$ cat config.mk
export PLATFORM = sky130hd
export DESIGN_NAME = dmem_ctrl
export DESIGN_NICKNAME = d
export VERILOG_FILES = /design/src/rtl/dmem_ctrl.sv
export SDC_FILE = /design/constraint.sdc
export NUM_CORES = 1
export LEC_CHECK = 0
export ABC_AREA = 1
export BUFFER_PORTS_ARGS = -buffer_cell sky130_fd_sc_hd__buf_2
export CORE_ASPECT_RATIO = 0.6
export CORE_MARGIN = 5
export CORE_UTILIZATION = 45
export DETAILED_ROUTE_END_ITERATION = 10
export MAX_ROUTING_LAYER = met4
export PLACE_DENSITY_LB_ADDON = 0.12
export SKIP_CTS_REPAIR_TIMING = 1
export SYNTH_ARGS = -nofsm -noshare
export SYNTH_HDL_FRONTEND = slang
export SYNTH_SLANG_ARGS = --single-unit
$ cat constraint.sdc
create_clock -name clk -period 2.3 [get_ports clk]
set_input_delay 0.46 -clock clk [delete_from_list [all_inputs] [get_ports clk]]
set_output_delay 0.46 -clock clk [all_outputs]
set_load 0.02 [all_outputs]
$ cat src/rtl/dmem_ctrl.sv
// Shares a single-port word memory between the core LSU (byte/half/word) and a
// word-only DMA port; sub-word stores are done as read-modify-write.
module dmem_ctrl #(
  parameter int ADDR_W    = 30,
  parameter int MEM_WORDS = 512
) (
  input  logic              clk,
  input  logic              rst,
  input  logic              c_req,
  input  logic              c_we,
  input  logic [31:0]       c_addr,
  input  logic [31:0]       c_wdata,
  input  logic [1:0]        c_size,
  input  logic              c_unsigned,
  output logic              c_gnt,
  output logic              c_rvalid,
  output logic [31:0]       c_rdata,
  output logic              c_err,
  input  logic              d_req,
  input  logic              d_we,
  input  logic [31:0]       d_addr,
  input  logic [31:0]       d_wdata,
  output logic              d_gnt,
  output logic              d_rvalid,
  output logic [31:0]       d_rdata,
  output logic              d_err,
  output logic [ADDR_W-1:0] mem_addr,
  output logic [31:0]       mem_wdata,
  output logic              mem_w_en,
  output logic              mem_read_en,
  input  logic [31:0]       mem_rdata
);

  localparam logic [1:0] S_IDLE   = 2'd0;
  localparam logic [1:0] S_MERGE  = 2'd1;
  localparam logic [1:0] S_ACCESS = 2'd2;
  localparam logic [1:0] S_RESP   = 2'd3;

  localparam logic [1:0] SZ_B = 2'b00;
  localparam logic [1:0] SZ_H = 2'b01;
  localparam logic [1:0] SZ_W = 2'b10;

  logic [1:0]  state_q, state_d;
  logic        last_d_q, last_d_d;
  logic        own_d_q, own_d_d;
  logic        we_q, we_d;
  logic [31:0] addr_q, addr_d;
  logic [31:0] wdata_q, wdata_d;
  logic [1:0]  size_q, size_d;
  logic        uns_q, uns_d;
  logic        err_q, err_d;
  logic [31:0] merged_q, merged_d;
  logic [31:0] rdata_q, rdata_d;

  logic        gnt_c_s, gnt_d_s;
  logic        req_we_s, req_uns_s, req_err_s;
  logic [31:0] req_addr_s, req_wdata_s;
  logic [1:0]  req_size_s;
  logic        resp_s, access_s, merge_s;

  function automatic logic access_err(input logic [31:0] a, input logic [1:0] sz);
    logic misalign;
    case (sz)
      SZ_B:    misalign = 1'b0;
      SZ_H:    misalign = a[0];
      SZ_W:    misalign = (a[1:0] != 2'b00);
      default: misalign = 1'b1;
    endcase
    return misalign || ({2'b00, a[31:2]} >= 32'(MEM_WORDS));
  endfunction

  function automatic logic [31:0] merge_word(input logic [31:0] old, input logic [31:0] wd,
                                             input logic [1:0] off, input logic [1:0] sz);
    logic [31:0] r;
    r = old;
    case (sz)
      SZ_B: begin
        case (off)
          2'd0:    r[7:0]   = wd[7:0];
          2'd1:    r[15:8]  = wd[7:0];
          2'd2:    r[23:16] = wd[7:0];
          default: r[31:24] = wd[7:0];
        endcase
      end
      SZ_H: begin
        if (off[1]) r[31:16] = wd[15:0];
        else        r[15:0]  = wd[15:0];
      end
      default: r = wd;
    endcase
    return r;
  endfunction

  function automatic logic [31:0] load_extend(input logic [31:0] raw, input logic [1:0] off,
                                              input logic [1:0] sz, input logic uns);
    logic [31:0] sh;
    logic [31:0] r;
    sh = raw >> {off, 3'b000};
    case (sz)
      SZ_B:    r = {{24{~uns & sh[7]}}, sh[7:0]};
      SZ_H:    r = {{16{~uns & sh[15]}}, sh[15:0]};
      default: r = sh;
    endcase
    return r;
  endfunction

  // Arbitration: grants only from IDLE; ties go to the port not served last.
  always_comb begin
    gnt_c_s = 1'b0;
    gnt_d_s = 1'b0;
    if (!rst && (state_q == S_IDLE)) begin
      if (c_req && d_req) begin
        if (last_d_q) gnt_c_s = 1'b1;
        else          gnt_d_s = 1'b1;
      end else if (c_req) begin
        gnt_c_s = 1'b1;
      end else if (d_req) begin
        gnt_d_s = 1'b1;
      end else begin
        gnt_c_s = 1'b0;
      end
    end else begin
      gnt_c_s = 1'b0;
    end
  end

  assign req_we_s    = gnt_d_s ? d_we    : c_we;
  assign req_addr_s  = gnt_d_s ? d_addr  : c_addr;
  assign req_wdata_s = gnt_d_s ? d_wdata : c_wdata;
  assign req_size_s  = gnt_d_s ? SZ_W    : c_size;
  assign req_uns_s   = gnt_d_s ? 1'b0    : c_unsigned;
  assign req_err_s   = access_err(req_addr_s, req_size_s);

  // Transaction sequencing and request capture.
  always_comb begin
    state_d  = state_q;
    last_d_d = last_d_q;
    own_d_d  = own_d_q;
    we_d     = we_q;
    addr_d   = addr_q;
    wdata_d  = wdata_q;
    size_d   = size_q;
    uns_d    = uns_q;
    err_d    = err_q;
    merged_d = merged_q;
    rdata_d  = rdata_q;
    case (state_q)
      S_IDLE: begin
        if (gnt_c_s || gnt_d_s) begin
          last_d_d = gnt_d_s;
          own_d_d  = gnt_d_s;
          we_d     = req_we_s;
          addr_d   = req_addr_s;
          wdata_d  = req_wdata_s;
          size_d   = req_size_s;
          uns_d    = req_uns_s;
          err_d    = req_err_s;
          rdata_d  = 32'd0;
          if (req_err_s)                            state_d = S_RESP;
          else if (req_we_s && (req_size_s != SZ_W)) state_d = S_MERGE;
          else                                      state_d = S_ACCESS;
        end else begin
          state_d = S_IDLE;
        end
      end
      S_MERGE: begin
        merged_d = merge_word(mem_rdata, wdata_q, addr_q[1:0], size_q);
        state_d  = S_ACCESS;
      end
      S_ACCESS: begin
        if (!we_q) rdata_d = load_extend(mem_rdata, addr_q[1:0], size_q, uns_q);
        else       rdata_d = 32'd0;
        state_d = S_RESP;
      end
      S_RESP:  state_d = S_IDLE;
      default: state_d = S_IDLE;
    endcase
  end

  // State and captured-request registers.
  always_ff @(posedge clk) begin
    if (rst) begin
      state_q  <= S_IDLE;
      last_d_q <= 1'b1;
      own_d_q  <= 1'b0;
      we_q     <= 1'b0;
      addr_q   <= 32'd0;
      wdata_q  <= 32'd0;
      size_q   <= SZ_W;
      uns_q    <= 1'b0;
      err_q    <= 1'b0;
      merged_q <= 32'd0;
      rdata_q  <= 32'd0;
    end else begin
      state_q  <= state_d;
      last_d_q <= last_d_d;
      own_d_q  <= own_d_d;
      we_q     <= we_d;
      addr_q   <= addr_d;
      wdata_q  <= wdata_d;
      size_q   <= size_d;
      uns_q    <= uns_d;
      err_q    <= err_d;
      merged_q <= merged_d;
      rdata_q  <= rdata_d;
    end
  end

  assign resp_s   = (state_q == S_RESP);
  assign access_s = (state_q == S_ACCESS);
  assign merge_s  = (state_q == S_MERGE);

  assign c_gnt    = gnt_c_s;
  assign d_gnt    = gnt_d_s;
  assign c_rvalid = resp_s && !own_d_q;
  assign d_rvalid = resp_s && own_d_q;
  assign c_err    = c_rvalid && err_q;
  assign d_err    = d_rvalid && err_q;
  assign c_rdata  = c_rvalid ? rdata_q : 32'd0;
  assign d_rdata  = d_rvalid ? rdata_q : 32'd0;

  // The memory writes on the falling edge, so a reset raised mid-ACCESS must kill the strobe now.
  assign mem_addr    = (merge_s || access_s) ? addr_q[ADDR_W+1:2] : {ADDR_W{1'b0}};
  assign mem_read_en = merge_s || (access_s && !we_q);
  assign mem_w_en    = access_s && we_q && !rst;
  assign mem_wdata   = (access_s && we_q) ? ((size_q == SZ_W) ? wdata_q : merged_q) : 32'd0;

endmodule

# Word-level counts from Yosys, hierarchy flattened
# Index checks and enable logic that the tools add are counted.
# Widths: inputs -> output; s select.
dict set report totals {
  register_bits 137
  out_inout_bits 134
  input_bits 169
  wordCells 88
}
dict set report classes {
  shifts 1
  magnitude_cmp 1
  eq_ne 11
  n_mux 35
  reduce_logical 26
  bitwise 3
}
# operator n
set ops {}
lappend ops {{$mux 32} 8}
lappend ops {{$pmux 32 s2} 3}
lappend ops {{$mux 16} 2}
lappend ops {{$mux 8} 4}
lappend ops {{$shr 32x5->32} 1}
lappend ops {{$ge 30x10->1 const B} 1}
lappend ops {{$mux 30} 1}
lappend ops {{$mux 1} 11}
lappend ops {{$eq 2x2->1 const B} 5}
lappend ops {{$logic_and 1x1->1} 10}
lappend ops {{$eq 2x1->1 const B} 4}
lappend ops {{$logic_not 2->1} 4}
lappend ops {{$mux 2} 4}
lappend ops {{$pmux 2 s4} 1}
lappend ops {{$logic_or 1x1->1} 4}
lappend ops {{$reduce_and 2->1} 2}
lappend ops {{$reduce_bool 2->1} 2}
lappend ops {{$logic_not 1->1} 3}
lappend ops {{$pmux 1 s3} 1}
lappend ops {{$reduce_or 3->1} 1}
lappend ops {{$and 1x1->1} 2}
lappend ops {{$ne 2x1->1 const B} 1}
lappend ops {{$ne 2x2->1 const B} 1}
lappend ops {{$not 1->1} 1}

# Depth between registers and ports, before layout
dict set report depth {
  word_depth 11
  mapped_depth 14
  mapped_depth_nobuf 13
}

# Worst setup path after synthesis
# No wires, ideal clock.
dict set report synth_timing {
  path_type {flip-flop to output port}
  from {register size_q[1]}
  to {output port mem_wdata[15]}
  arrival_ps 1534
  path_stages_with_launch 7
  n_path_buf 2
  required_time_ps 1840
  slack_ps 306
  cell_sequence {dfxtp_1 inv_1 nor2_1 buf_2 buf_1 nand2_1 a21oi_1}
}
dict set report synth_via {
  elab_chain_len 3
}
# item line
set synth_lines {}
lappend synth_lines {{from (decl)} 49} ;# logic [1:0] size_q, size_d;
lappend synth_lines {{from (signal assigned)} 201} ;# size_q <= size_d;
lappend synth_lines {{$eq 2x2->1} 226} ;# assign mem_wdata = (access_s && we_q) ? ((size_q == SZ_W) ? wdata_q : merged_q) : 32'd0;
lappend synth_lines {{$mux 32 (2 in a row)} 226}
lappend synth_lines {{to (decl)} 28} ;# output logic [31:0] mem_wdata,
# Every way passes these cells.

# Worst setup path in the final report
dict set report layout_timing {
  from {register state_q[0]}
  to {output port mem_wdata[6]}
}
dict set report layout_via {
  elab_chain_len 3
}
# item line
set layout_lines {}
lappend layout_lines {{from (decl)} 43} ;# logic [1:0] state_q, state_d;
lappend layout_lines {{from (signal assigned)} 195} ;# state_q <= state_d;
lappend layout_lines {{$eq 2x2->1} 210} ;# assign access_s = (state_q == S_ACCESS);
lappend layout_lines {{$logic_and 1x1->1} 226}
lappend layout_lines {{$mux 32} 226}
# Every way passes these cells.

==> run metrics <==
Cell Area, Synth=approximately 8700 um^2; Clk Tree Root Cell=clkbuf_16; Core Area=between 15000 and 20000 um^2; post-synthesis compound-gate area fraction=around 28%; 1st-pass router iterations=5; asr flop ratio synth=0%; initial antenna violation count=0; setup tns final=0 ns; part of the cycle the worst path needs=99.1%; largest net degree at the start of global routing=about 100; PD cells=689 nW/um^2; WP data arrival=roughly 1.8 ns; Final Hold Fails=0; total grt overflow=0; Setup Slack @ Placement=roughly 0.18 ns; Netlist cell types=37; status=finished, final reports clean; count of final setup violators=0; routability cong.=1.01; DP HPWL=roughly 25 mm; Vias/cell=approximately 5.4; Max stage delay cell, worst path=dfxtp_1; Max Fanout on Critical Path=8; met1 usage=a little over two fifths; worst skew pair latency=~0.42 ns; WL final=approximately 34 mm; final worst slack=just under 0.02 ns; Tot GR Track Use=~29%; Residual DRC=0; total CTS buffers=17; critical path class=reg -> out; ANT nets after route=0; Layout Skew=between 0.008 and 0.009 ns; Max Freq=439 MHz; sequential share of the synthesized area=roughly a third; Cells after Synth=between 1000 and 1500; Die ar.=22300 um^2; number of global-route vias before repair=just over 9000; syn avg cell area=about 6.2 um^2; most common cell after layout, fill and taps aside=buf_2; Leak=5.97 nW; Fillers=roughly 1900; Synth Area in Adders=0.720%; Final nets=between 1500 and 2000; worst endpoint required time=between 1.5 and 2 ns; P&R area growth vs syn=33.3%; wire per inst=~18 um; Rows=39; RSZ-0062 raised after global routing=true; Setup crit start kind=flop; Synth warnings=0; Die W=between 150 and 200 um; clock-pin slew on the worst setup and hold paths=roughly 0.06 ns; met2 usage=between 30% and 40%; mux contribution to synthesized area=less than 1%; DR iter-0 viols=slightly below 1000; max-cap viol count=0; layout cell share with drive strength beyond 1=about a quarter; deepest level of the CTS H-tree=4; slowest stage delay, CP=about 0.33 ns; die height=roughly 120 um; endpoint class of the critical path=output pin; first-pass GRT wire length=between 50 and 60 mm; VDD IR-drop max=~0.00047 V; diodes inserted=0; Max clock buf depth=2; worst min-delay path class=in -> reg; Final Critical Period=between 2 and 2.5 ns; Post-synth EDFFs=0; synthesized-area fraction occupied by and/or/nand/nor cells=between 20% and 30%; Syn Nets=approximately 1600; Port Buf Inserts=302; I/O pin cnt=roughly 300; XOR/XNOR Fraction of Synth Area=0%; GRT busiest layer=met1; predominant post-synthesis flop cell=dfxtp_1; met3 Usage GRT=about 8%; # clock sinks=137; Max Slew Vio Count=0; Starting Density=45.8%; detailed-route via count=between 10000 and 15000; #FFs+latches synth=137; commonest cells after routing, fill and taps aside=buf_2, inv_1, nand2_1; crit-path cells=inv_1, ha_2, nand2_4, clkbuf_16, a211oi_4, buf_6; largest family of logic cells by synthesized area=compound AO/OA/AOI/OAI gates; relative slew slack=about 51%; CTS tree=built; Worst-Margin Slew=approximately 0.73 ns
[where the power goes]
part           internal [W]  switching [W]  total, W
registers           0.00263       0.000195   0.00282
logic              0.000864        0.00157   0.00243
clock network       0.00160        0.00112   0.00272
[routing by layer]
metal | part of all wire [%] | vias up
met5 | 0 | -
met4 | 0.98 | 0
met3 | 11 | 33
met2 | 41 | 522
met1 | 47 | 4778
li1 | - | 5104
[per-stage QoR]
step | hold slack, ns | area [um^2] | power, W | util [%] | std cells
global route | 0.363 | 11600 | 0.00836 | 61.0 | 1936
detailed placement | 0.455 | 10600 | 0.00504 | 55.8 | 1896
finish | 0.343 | 11600 | 0.00798 | 61.0 | 1936
CTS | 0.339 | 11200 | 0.00776 | 58.8 | 1927
global placement | 0.455 | 10600 | 0.00501 | 55.8 | 1896
floorplan | 0.443 | 8690 | 0.00420 | - | 1397
[worst paths after layout]
check,cells after the start,slack (ns),from,end
worst min-delay path,3,0.34,c_addr[2],addr_q[2]
worst min register to register,2,0.46,rdata_q[3],rdata_q[3]
worst max register to register,13,0.19,state_q[0],state_q[0]
worst max-delay path,6,0.02,state_q[0],mem_wdata[6]
[critical path, delay by kind of cell (launching register included)]
| family | cells | cell delay [ns] |
|---|---|---|
| AOI/OAI and AO/OA | 1 | 0.25 |
| adders and majority gates | 1 | 0.23 |
| buffers and inverters | 3 | 0.49 |
| DFF | 1 | 0.33 |
| and+or+nand+nor | 1 | 0.11 |
[state kept, by name (all words and copies together), names as in the netlist]
register	cells
we_q	1
state_q	2
wdata_q	32
own_d_q	1
merged_q	32
last_d_q	1
addr_q	32
rdata_q	32
uns_q	1
size_q	2
err_q	1
[synth_stat cells, types with 7 or more instances]
master    instances  area (um^2)
o21ai_0         116          581
o21ai_1          17         85.1
o22ai_1           7         43.8
buf_2            29          145
nor2_1          199          747
inv_2             8         30.0
a21oi_1         102          510
o221ai_1         24          210
dfxtp_1         137         2740
buf_1             7         26.3
o31ai_1           8         60.1
a211oi_1         24          180
nand2_1         235          882
inv_1           254          953
nand4_1          21          131
o211ai_1         76          571
clkbuf_1         63          236
nand3_1          28          140
[cell families after synthesis]
group                      after synthesis
AOI/OAI and AO/OA                      396
adders and majority gates                5
buffers and inverters                  367
DFF                                    137
muxes                                    1
and+or+nand+nor                        491
[final cells by class]
type,count,area (um^2),area share (%)
clock buffer,17,425,3.67
clock inverter,14,150,1.30
inverter,262,991,8.56
multi-input combinational,893,4690,40.5
sequential,137,2740,23.7
tap,246,308,2.66
timing repair buffer,367,2280,19.6
Power figures use the tool's default switching activity.
